`config.mk`:
```
export PLATFORM = sky130hd
export DESIGN_NAME = pipe_stage_skid
export DESIGN_NICKNAME = d
export VERILOG_FILES = /design/src/rtl/pipe_stage_skid.sv
export SDC_FILE = /design/constraint.sdc
export NUM_CORES = 1
export LEC_CHECK = 0
export BUFFER_PORTS_ARGS = -buffer_cell sky130_fd_sc_hd__buf_4
export CAP_MARGIN = 15
export CORE_ASPECT_RATIO = 1.2
export CORE_MARGIN = 4
export CORE_UTILIZATION = 48
export CTS_CLUSTER_DIAMETER = 200
export DETAILED_ROUTE_END_ITERATION = 16
export PLACE_DENSITY_LB_ADDON = 0.3
export SYNTH_ARGS = -nofsm -noshare
export SYNTH_HDL_FRONTEND = slang
export SYNTH_SLANG_ARGS = --single-unit
```
`constraint.sdc`:
```
create_clock -name clock -period 2.6 [get_ports clock]
set_clock_uncertainty 0.1 [all_clocks]
set_input_delay 0.65 -clock clock [delete_from_list [all_inputs] [get_ports clock]]
set_output_delay 0.65 -clock clock [all_outputs]
set_load 0.01 [all_outputs]
```
`src/rtl/pipe_stage_skid.sv`:
```
// Valid/ready pipeline stage with a 2-entry skid buffer between two processor stages.
// Outputs come straight from registered state, and in_ready has no path from out_ready.
module pipe_stage_skid #(
    parameter int CTRL_W = 5,
    parameter int DATA_W = 101,
    parameter int CNT_W  = 16
) (
    input  logic              clock,
    input  logic              reset,
    input  logic              flush,
    input  logic              in_valid,
    output logic              in_ready,
    input  logic [CTRL_W-1:0] in_ctrl,
    input  logic [DATA_W-1:0] in_data,
    output logic              out_valid,
    input  logic              out_ready,
    output logic [CTRL_W-1:0] out_ctrl,
    output logic [DATA_W-1:0] out_data,
    output logic [1:0]        occupancy,
    output logic [CNT_W-1:0]  stall_count
);

    // Only the legal states are encoded, so "skid valid, main invalid" cannot occur.
    typedef enum logic [1:0] {
        ST_EMPTY = 2'd0,
        ST_ONE   = 2'd1,
        ST_FULL  = 2'd2
    } state_t;

    state_t            state_r;
    state_t            state_s;
    logic [CTRL_W-1:0] main_ctrl_r;
    logic [DATA_W-1:0] main_data_r;
    logic [CTRL_W-1:0] skid_ctrl_r;
    logic [DATA_W-1:0] skid_data_r;
    logic [CNT_W-1:0]  stall_count_r;

    logic main_valid_s;
    logic skid_valid_s;
    logic accept_s;
    logic drain_s;
    logic load_main_in_s;
    logic load_main_skid_s;
    logic load_skid_in_s;

    assign main_valid_s = (state_r == ST_ONE) || (state_r == ST_FULL);
    assign skid_valid_s = (state_r == ST_FULL);
    assign in_ready     = ~skid_valid_s & ~flush & ~reset;
    assign accept_s     = in_valid & in_ready;
    assign drain_s      = main_valid_s & out_ready;

    assign out_valid   = main_valid_s;
    assign out_ctrl    = main_valid_s ? main_ctrl_r : {CTRL_W{1'b0}};
    assign out_data    = main_data_r;
    assign occupancy   = {1'b0, main_valid_s} + {1'b0, skid_valid_s};
    assign stall_count = stall_count_r;

    // Next-state and register-load selection for the skid buffer.
    always_comb begin
        state_s          = state_r;
        load_main_in_s   = 1'b0;
        load_main_skid_s = 1'b0;
        load_skid_in_s   = 1'b0;
        case (state_r)
            ST_EMPTY: begin
                if (accept_s) begin
                    load_main_in_s = 1'b1;
                    state_s        = ST_ONE;
                end else begin
                    state_s = ST_EMPTY;
                end
            end
            ST_ONE: begin
                if (accept_s && drain_s) begin
                    load_main_in_s = 1'b1;
                    state_s        = ST_ONE;
                end else if (accept_s) begin
                    load_skid_in_s = 1'b1;
                    state_s        = ST_FULL;
                end else if (drain_s) begin
                    state_s = ST_EMPTY;
                end else begin
                    state_s = ST_ONE;
                end
            end
            ST_FULL: begin
                if (drain_s) begin
                    load_main_skid_s = 1'b1;
                    state_s          = ST_ONE;
                end else begin
                    state_s = ST_FULL;
                end
            end
            default: begin
                state_s = ST_EMPTY;
            end
        endcase
        // Flush drops every held entry; data registers may keep stale contents.
        if (flush) begin
            state_s          = ST_EMPTY;
            load_main_in_s   = 1'b0;
            load_main_skid_s = 1'b0;
            load_skid_in_s   = 1'b0;
        end else begin
            state_s = state_s;
        end
    end

    // State, payload registers and saturating stall counter.
    always_ff @(posedge clock) begin
        if (reset) begin
            state_r       <= ST_EMPTY;
            main_ctrl_r   <= {CTRL_W{1'b0}};
            main_data_r   <= {DATA_W{1'b0}};
            skid_ctrl_r   <= {CTRL_W{1'b0}};
            skid_data_r   <= {DATA_W{1'b0}};
            stall_count_r <= {CNT_W{1'b0}};
        end else begin
            state_r <= state_s;
            if (load_main_in_s) begin
                main_ctrl_r <= in_ctrl;
                main_data_r <= in_data;
            end else if (load_main_skid_s) begin
                main_ctrl_r <= skid_ctrl_r;
                main_data_r <= skid_data_r;
            end
            if (load_skid_in_s) begin
                skid_ctrl_r <= in_ctrl;
                skid_data_r <= in_data;
            end
            if (main_valid_s && !out_ready && !(&stall_count_r)) begin
                stall_count_r <= stall_count_r + {{(CNT_W-1){1'b0}}, 1'b1};
            end
        end
    end

endmodule

```
==> out/qor.yml <==
status:
  outcome: "completed"
setup_path:
  arrival_ps: 1740
  critPathMaxStageDelay_ps: 350
  crit_buf_inv: 3
  path_cells: "inv_1 -> ha_1 -> buf_4 -> and2_2 -> buf_4"
  path_common_cell: "buf_4"
  path_max_fanout: 9
  worstSetupPathType: "reg -> out"
  cp_slowest_cell: "dfxtp_2"
  endpoint_kind: "primary output"
  cpLargestDelayFamily: "buffers and inverters"
  cp_data_required_time_ps: 1850
  cp-start-kind: "register"
yosys:
  yosys_warnings: 0
  ys_ff_latch: 230
  synth_edf_count: 0
  ys.flop_type: "dfxtp_1"
  synth_area_um2: 9693
  syn_inst: 1077
  yosysSeqAreaShare_pct: 47.50
  synth.distinct_cells: 42
  ys_async_sr_fraction_pct: 0
  synth_nets: 1196
  avgSynthCellArea_um2: 9.000
sta:
  timing.final.crit_share_pct: 95.80
  setup_tns_ps: 0
  worst_pin_slew_ps: 1066
  max-slew-margin-rel_pct: 28.94
  rsz0062_at_grt: "no"
  finalHoldViolCount: 0
  fin_crit_ps: 2491
  fmax_ghz: 0.4015
  slew_viol_final: 0
  setup_viol: 0
cts:
  cts-root-buf: "clkbuf_16"
  cts_max_path_buffers: 3
  clk_pin_slew_ps: 60
  cts_tree: "done"
  cts_buffers: 23
  worstSkewPairLatency_ps: 510
  cts.sinks: 230
  h-tree-depth: 1
floorplan:
  die_w_um: 137.7
  start_util_pct: 49.23
  die_y_um: 163.7
  ioPinCount: 237
  rows: 56
  die_area_um2: 22540
  coreArea_um2: 19690
route:
  wl_met3_um: 2468
  route.met2.wl_um: 12890
  ant_nets: 0
  vias_per_cell: 5.615
  wl_met1_um: 11110
  wire_per_inst_um: 17.33
  routed_wl_um: 26900
  vias: 8714
  drc: 0
  drtIter0Drc: 551
  dr.max_layer_used: "met4"
  dr.pass1.iters: 4
final_layout:
  final_cell_mix: "249 x buf_4, 228 x dfxtp_1, 221 x nand2_1"
  drive_above_1_share_pct: 28.58
  area_delta_synth_final_pct: 31.21
  fin_nets: 1396
  design_area_um2: 12720
  utilization_pct: 64.60
  final_common_cell: "buf_4"
  antenna_cells: 0
job:
  cap_violations: 0
placed_design:
  port_buffers: 236
  place_area_um2: 11920
  dp_hpwl_um: 16840
  place_congestion: 0.7994
power:
  power.density_nw_per_um2: 591.8
  p_leak_nw: 5.444
  irDropWorstVdd_uv: 437.8
grt:
  grt_overflow: 0
  antenna_found_initial: 0
  grt_pass1_wl_um: 42130
  track_usage_pct: 22.46
  grt_max_degree: 230
  grt_pass1_vias: 8466
worst_hold_path:
  holdCritPathClass: "in -> reg"
==> cells in the mapped netlist (2+ instances only) <==
library cell	instances	area, um2
and3_1	3	18.77
mux2i_1	107	1071
dfxtp_1	230	4604
buf_2	9	45.04
nand3b_1	2	15.01
clkbuf_1	78	292.8
nand2_1	221	829.6
and2_2	5	37.54
nand2b_1	2	12.51
inv_1	5	18.77
nand3_1	4	20.02
nor4_1	2	12.51
nor2_1	7	26.28
buf_1	4	15.01
o311a_1	2	20.02
a21oi_1	120	600.6
o21ai_0	7	35.03
or3_1	5	31.28
ha_1	8	100.1
or4_2	2	17.52
a211oi_2	40	500.5
nor3_1	109	545.5
o31ai_1	6	45.04
nand4_1	8	50.05
a211oi_1	67	503.0
buf_6	5	56.30
or4_1	4	30.03
==> metrics by stage <==
stage	hold slack [ps]	instances	setup slack, ps	total power, W
after floorplan	335.7	1077	30.45	0.003932
final	289.6	1552	109.1	0.007527
after detailed placement	346.1	1512	86.25	0.004255
after global placement	340.7	1512	166.6	0.004250
after global routing	288.7	1552	33.85	0.007773
after CTS	281.6	1551	25.76	0.007590
==> state kept, by name, summed over array words and instances (netlist names) <==
signal	flops
skid_data_r	101
stall_count	16
out_data	101
main_ctrl_r	5
state_r	2
skid_ctrl_r	5
==> worst min-delay path, delay by kind of cell <==
family | cells | cell delay [ps]
AO/OA/AOI/OAI | 1 | 50
AND/OR/NAND/NOR | 1 | 40
buffers and inverters | 1 | 110
==> layout make-up <==
type / count / area, um2
repair buffers: 272 / 2320
multi-input cells: 745 / 4683
clock inverters: 9 / 101.3
fillers: 1618 / 6970
clock buffers: 30 / 661.9
inverters: 5 / 18.77
flip-flops and latches: 230 / 4607
well taps: 261 / 326.6
==> routing by layer <==
metal	global-route usage [%]	vias up
met5	0	-
met4	4.852	0
met3	6.100	31
met2	38.41	295
met1	28.31	4151
li1	-	4237
==> cells by family (layout without fill, tap and decap cells) <==
family                     count (synthesis)  after routing  synth area share, %
and+or+nand+nor                          385            385                18.02
adders and majority gates                  8              8                1.033
DFF                                      230            230                47.50
buffers and inverters                    102            316                4.492
muxes                                    107            107                11.05
AOI/OAI and AO/OA                        245            245                17.90
==> worst paths after layout <==
| kind | end | startpoint | slack (ps) | depth (start not counted) |
|---|---|---|---|---|
| max reg2reg | skid_data_r[17]$_SDFFE_PP0P_ | state_r[0]$_SDFF_PP0_ | 210 | 11 |
| min reg2reg | skid_data_r[89]$_SDFFE_PP0P_ | skid_data_r[89]$_SDFFE_PP0P_ | 350 | 2 |
| max | out_ctrl[2] | state_r[0]$_SDFF_PP0_ | 110 | 5 |
| min | skid_data_r[79]$_SDFFE_PP0P_ | in_data[79] | 290 | 3 |
==> what timing repair did <==
action | 4_1_cts | 5_1_grt
hold buffers | 0 | 0
buffers inserted | 0 | 0
setup endpoints to repair | 0 | 6
resized for setup | 0 | 3
==> power breakdown <==
part	switching (W)	total [W]	leakage, nW	internal [W]
Sequential	0.0000359	0.00362	1.86	0.00358
Clock	0.00136	0.00335	0.380	0.00198
Combinational	0.000294	0.000560	3.20	0.000266
Total	0.00169	0.00753	5.44	0.00583
No activity file was read; power rests on OpenSTA's default activity.
